File: config.mk
export PLATFORM = sky130hd
export DESIGN_NAME = stream_rr_arbiter
export DESIGN_NICKNAME = d
export VERILOG_FILES = /design/src/rtl/stream_rr_arbiter.sv
export SDC_FILE = /design/constraint.sdc
export NUM_CORES = 1
export LEC_CHECK = 0
export ABC_AREA = 1
export ABC_CLOCK_PERIOD_IN_PS = 3900
export CAP_MARGIN = 20
export CORE_ASPECT_RATIO = 1.2
export CORE_MARGIN = 2
export CORE_UTILIZATION = 35
export CTS_CLUSTER_DIAMETER = 200
export DETAILED_ROUTE_END_ITERATION = 6
export HOLD_SLACK_MARGIN = 0.15
export PLACE_DENSITY = 0.71
export SLEW_MARGIN = 20
export SYNTH_ARGS = -nofsm -noshare
export SYNTH_HDL_FRONTEND = slang
export SYNTH_SLANG_ARGS = --single-unit
File: constraint.sdc
create_clock -name iCLK -period 3.9 [get_ports iCLK]
set_input_delay 0.585 -clock iCLK [delete_from_list [all_inputs] [get_ports iCLK]]
set_output_delay 0.585 -clock iCLK [all_outputs]
set_load 0.01 [all_outputs]
File: src/rtl/stream_rr_arbiter.sv
// stream_rr_arbiter: round-robin arbiter sharing one registered valid/ready sink between PORTS streams.
// Define STREAM_RR_ARB_SRC_TAG_EN to add the oSrc_BM source-index tag output.
module stream_rr_arbiter #(
    parameter int PORTS    = 4,
    parameter int WIDTH    = 8,
    parameter int BEAT_LEN = 16
) (
    input  logic                     iCLK,
    input  logic                     iRST,
    input  logic [PORTS-1:0]         iValid_AM,
    output logic [PORTS-1:0]         oReady_AM,
    input  logic [PORTS*WIDTH-1:0]   iData_AM,
    output logic                     oValid_BM,
    input  logic                     iReady_BM,
    output logic [WIDTH-1:0]         oData_BM,
    output logic [PORTS-1:0]         oGrant
`ifdef STREAM_RR_ARB_SRC_TAG_EN
    ,
    output logic [$clog2(PORTS)-1:0] oSrc_BM
`endif
);
    localparam int PW = $clog2(PORTS);
    localparam int CW = $clog2(BEAT_LEN + 1);

    typedef enum logic {IDLE, OWN} state_t;

    state_t          state, state_nx;
    logic [PW-1:0]   owner, owner_nx, last, last_nx, idx;
    logic [CW-1:0]   count, count_nx;
    logic            out_free, accept, owner_valid;
    logic [WIDTH-1:0] owner_data;

    always_comb begin
        out_free    = !oValid_BM || iReady_BM;
        owner_valid = 1'b0;
        owner_data  = '0;
        for (int k = 0; k < PORTS; k++) begin
            oGrant[k]    = (state == OWN) && (owner == PW'(k));
            oReady_AM[k] = oGrant[k] && out_free;
            if (owner == PW'(k)) begin
                owner_valid = iValid_AM[k];
                owner_data  = iData_AM[k*WIDTH +: WIDTH];
            end
        end
        accept = (state == OWN) && owner_valid && out_free;
    end

    always_comb begin
        state_nx = state;
        owner_nx = owner;
        last_nx  = last;
        count_nx = count;
        idx      = '0;
        if (state == IDLE) begin
            // Walk offsets from farthest to nearest so the nearest requester after last wins.
            for (int i = PORTS - 1; i >= 0; i--) begin
                idx = PW'((int'(last) + 1 + i) % PORTS);
                if (iValid_AM[idx]) begin
                    state_nx = OWN;
                    owner_nx = idx;
                end
            end
            count_nx = '0;
        end else if (accept && count == CW'(BEAT_LEN - 1)) begin
            state_nx = IDLE;
            last_nx  = owner;
            count_nx = '0;
        end else if (accept) begin
            count_nx = count + 1'b1;
        end else if (out_free && !owner_valid) begin
            state_nx = IDLE;
            last_nx  = owner;
        end
    end

    always_ff @(posedge iCLK) begin
        if (!iRST) begin
            state     <= IDLE;
            owner     <= '0;
            last      <= PW'(PORTS - 1);
            count     <= '0;
            oValid_BM <= 1'b0;
            oData_BM  <= '0;
`ifdef STREAM_RR_ARB_SRC_TAG_EN
            oSrc_BM   <= '0;
`endif
        end else begin
            state <= state_nx;
            owner <= owner_nx;
            last  <= last_nx;
            count <= count_nx;
            if (accept) begin
                oValid_BM <= 1'b1;
                oData_BM  <= owner_data;
`ifdef STREAM_RR_ARB_SRC_TAG_EN
                oSrc_BM   <= owner;
`endif
            end else if (iReady_BM) begin
                oValid_BM <= 1'b0;
            end
        end
    end
endmodule

# Word-level counts from Yosys, hierarchy flattened
# Index checks and enable logic that the tools add are counted.
[op_classes]
bitwise_logic = 2
multipliers = 0
div_mod_pow = 0
reduce_logical = 22
n_lt_le_gt_ge = 4
muxes = 33
n_eq_ne = 5
addsub = 5
shifts = 0
[ops]
columns = ["op", "n"]
rows = [
  ["$mux W8", 4],
  ["$mux W1", 18],
  ["$mux W2", 7],
  ["$logic_and A1 B1 Y1", 12],
  ["$lt A2 B3 Y1 const B", 4],
  ["$bmux W1 S2", 4],
  ["$add A5 B1 Y5 const B", 1],
  ["$eq A5 B4 Y1 const B", 1],
  ["$add A2 B1 Y2 const B", 2],
  ["$add A2 B2 Y2 const B", 2],
  ["$eq A2 B2 Y1 const B", 2],
  ["$reduce_bool A2 Y1", 2],
  ["$reduce_bool A4 Y1", 1],
  ["$reduce_and A3 Y1", 1],
  ["$reduce_or A3 Y1", 1],
  ["$eq A2 B1 Y1 const B", 1],
  ["$logic_not A1 Y1", 2],
  ["$logic_not A2 Y1", 1],
  ["$ne A2 B1 Y1 const B", 1],
  ["$not A1 Y1", 2],
  ["$reduce_and A2 Y1", 1],
  ["$logic_or A1 B1 Y1", 1],
]
[totals]
mem_bits_ro = 0
out_inout_bits = 17
mem_bits_rw = 0
word_cells = 77
ff_bits = 19
mem_count = 0
latch_bits = 0

# Depth between registers and ports, before layout
[logic_depth]
word_depth = 11
depth_mapped = 10

# Worst setup path before layout
# OpenSTA, ideal clock, no wires.
[synth_path]
kind = "register to output"
from = "register owner[1]"
to = "output oReady_AM[3]"
arrival_ns = 1.128
required_time_ns = 3.315
path_buffers = 2
slack_ns = 2.187
stages_incl_launch_ff = 5
path_cell_list = "dfxtp_1 -> buf_4 -> clkbuf_1 -> nand2_1 -> nor3_1"
[synth_via]
elab_chain_cells = 3
[synth_rtl]
columns = ["item", "line_no", "text"]
rows = [
  ["from (decl)", "28", "logic [PW-1:0] owner, owner_nx, last, last_nx, idx;"],
  ["from (signal assigned)", "89", "owner <= owner_nx;"],
  ["$eq A2 B2 Y1", "38", "oGrant[k] = (state == OWN) && (owner == PW'(k));"],
  ["$logic_and A1 B1 Y1", "38", ""],
  ["$logic_and A1 B1 Y1", "39", "oReady_AM[k] = oGrant[k] && out_free;"],
  ["to (decl)", "11", "output logic [PORTS-1:0] oReady_AM,"],
]
# No other way between the ends.

# Worst setup path in the final report
[layout_path]
from = "register owner[0]"
to = "output oReady_AM[1]"
[layout_via]
elab_chain_cells = 3
[layout_rtl]
columns = ["item", "line_no"]
rows = [
  ["$eq A2 B1 Y1", "38"],
  ["$logic_and A1 B1 Y1", "38"],
  ["$logic_and A1 B1 Y1", "39"],
]
# No other way between the ends.

==> results_dict.tcl <==
set metrics [dict create \
    die_w_um 60.0 \
    power_frac_seq_pct 34.7 \
    syn_to_final_growth_pct 44.4 \
    htreeDepth 1 \
    utilization_pct 52.7 \
    grt_pass1_wl_mm 6.02 \
    slew_headroom_pct 57.2 \
    vias 1487 \
    ioPinCount 56 \
    fillers 378 \
    dieArea_sq_um 4270 \
    postPlaceCellArea_sq_um 1850 \
    drive_above_1_share_pct 5.36 \
    cts_hold_buf 0 \
    internal-power_mw 0.465 \
    drt-met1-wl_mm 1.65 \
    routed_wl_mm 3.67 \
    grt_overflow 0 \
    clk_pin_slew_ps 80 \
    post_cts_buffers 0 \
    dpl_worst_slack_ps 1310 \
    dpl.cell_count 296 \
    highest_layer "met4" \
    hold_class "reg2reg" \
    final_hold_viol_count 0 \
    firstDrtPassIters 4 \
    core_area_sq_um 3600 \
    hpwl_mm 2.86 \
    place_congestion 0.825 \
    setup_violations 0 \
    cts_tree "built" \
    critPathMaxFanout 16 \
    synth_fp_nets 252 \
    cts_sinks 19 \
    fin_cells 300 \
    initialDrtViolationCount 31 \
    worst_setup_path_end_kind "primary output" \
    syn_inst 211 \
    power_leakage_nw 0.797 \
    netlist_area_sq_um 1320 \
    status "completed" \
    met3_length_um 134 \
    yosysUniqueCellTypes 27 \
    fin_ws_ps 1020 \
    period_minus_slack_ps 2880 \
    cap_violations 0 \
    ff_latch_area_sq_um 380 \
    arrival_ps 2290 \
    ys_seq_area_share_pct 28.9 \
    yosysWarnings 0 \
    skew_ps 3.19 \
    cp-start-kind "flop" \
    drt-vias-per-instance 4.96 \
    tightest_slew_ps 641 \
    ir_drop_uv 268 \
    diodes 0 \
    finalCritPeriodShare_pct 73.7 \
    power_frac_clock_pct 17.7 \
    wl_met2_mm 1.83 \
    cts_buffer_depth 2 \
    p_switching_mw 0.322 \
    power.density_nw_per_um2 414 \
    worstSetupPathType "reg2out" \
    ys_ff_latch 19 \
    wl_per_cell_um 12.2 \
    stdcell_area_sq_um 1900 \
    swShare_pct 40.9 \
    clk_latency_ps 260 \
    die_h_um 71.1 \
    grt_pass1_vias 1371 \
    pwr-share-comb_pct 47.6 \
    start_util_pct 36.5 \
    finalMaxSlewViolations 0 \
    cts_inserted_buffers 3 \
    crit_required_ps 3310 \
    port_buffers 55 \
    nets 303 \
    root_buffer "clkbuf_8" \
    detail-route-antenna-nets 0 \
    grt.total_usage_pct 17.8 \
    antenna_found_initial 0 \
    drc 0 \
    syn_avg_cell_area_sq_um 6.23 \
    fin_tns_setup_ps 0 \
    cts_resized 0 \
    grt_max_degree 20 \
    num_rows 24 \
    fmax_ghz 0.348 \
    multiInputGateArea_sq_um 795 \
    rsz0062_at_grt "no" \
]
[registers in the layout, summed over array words and instances (netlist names)]
register	flops
count	5
oData_BM	8
state	1
oValid_BM	1
owner	2
last	2
[per-stage QoR]
stage | hold slack (ps) | total power [mW]
3_5_place_dp | 457 | 0.654
2_1_floorplan | 439 | 0.520
6_report | 466 | 0.787
4_1_cts | 469 | 0.794
5_1_grt | 495 | 0.846
3_3_place_gp | 451 | 0.650
[path summary, 6_finish.rpt]
check / slack (ps) / from / depth (start not counted) / to
worst min register to register: 470 / count[4] / 2 / count[4]
worst max register to register: 2160 / owner[0] / 7 / oData_BM[0]
worst max-delay path: 1020 / owner[0] / 5 / oReady_AM[1]
worst min-delay path: 470 / count[4] / 2 / count[4]
[power groups by stage]
stage               Clock (mW)  Combinational [mW]  Sequential (mW)
floorplan                    0               0.265            0.255
global placement             0               0.374            0.277
detailed placement           0               0.377            0.277
CTS                      0.143               0.378            0.273
global route             0.148               0.418            0.280
finish                   0.139               0.374            0.273
[kinds of logic (layout without fill, tap and decap cells)]
kind of cell	Yosys count	in the layout	share of synthesized area (%)
flip-flops	19	19	28.9
AND/OR/NAND/NOR	130	130	46.0
adder cells (fa/ha/maj)	2	2	1.90
XOR/XNOR	2	2	1.33
AO/OA/AOI/OAI	28	28	11.2
buffers and inverters	30	80	10.7
[worst max-delay path: stages, from the launching register on]
cell and delay [ps]:
dfxtp_1 730, inv_1 150, nor2_2 340, inv_1 100
nor3_1 150, clkdlybuf4s50_1 560
[cell usage in the layout (no fill, tap or decap)]
| master | instances |
|---|---|
| nor2_2 | 2 |
| nor3_1 | 4 |
| nand2_2 | 1 |
| inv_2 | 1 |
| o21ai_0 | 9 |
| nand4_1 | 9 |
| nand2_4 | 2 |
| clkbuf_8 | 3 |
| a21oi_1 | 15 |
| dfxtp_1 | 19 |
| nor2_8 | 1 |
| nand3_1 | 23 |
| nand3_2 | 1 |
| a21boi_1 | 1 |
| nor2_1 | 19 |
| nand3b_1 | 2 |
| a21oi_2 | 1 |
| xor2_1 | 2 |
| nand2_1 | 65 |
| a31oi_1 | 1 |
| ha_1 | 2 |
| o21ai_1 | 1 |
| inv_1 | 20 |
| clkinv_2 | 1 |
| nor2_4 | 1 |
| clkdlybuf4s50_1 | 55 |
[synth_stat cells, drive strengths merged]
cell type  number  share of area [%]
nand3b          2                1.1
ha              2                1.9
clkbuf          3               0.86
a21boi          1               0.57
o21ai          10                3.8
buf             6                3.8
inv            21                6.0
dfxtp          19                 29
a21oi          16                6.4
nand3          24                9.5
nand4           9                4.3
nor2           23                8.8
xor2            2                1.3
nor3            4                1.5
nand2          68                 21
a31oi           1               0.48
[cell type report]
type                    instances  area share (%)
clock buffers                   3            2.17
well taps                      39            2.57
clock inverters                 1           0.264
flip-flops and latches         19            20.0
multi-input cells             162            41.8
inverters                      21            4.15
repair buffers                 55            29.0
[metal layers]
metal,vias to the layer above,GRT usage [%]
met5,-,0
met4,0,3.70
met3,6,2.19
met2,37,31.6
met1,658,22.6
li1,786,-
No activity file was read; power rests on OpenSTA's default activity.
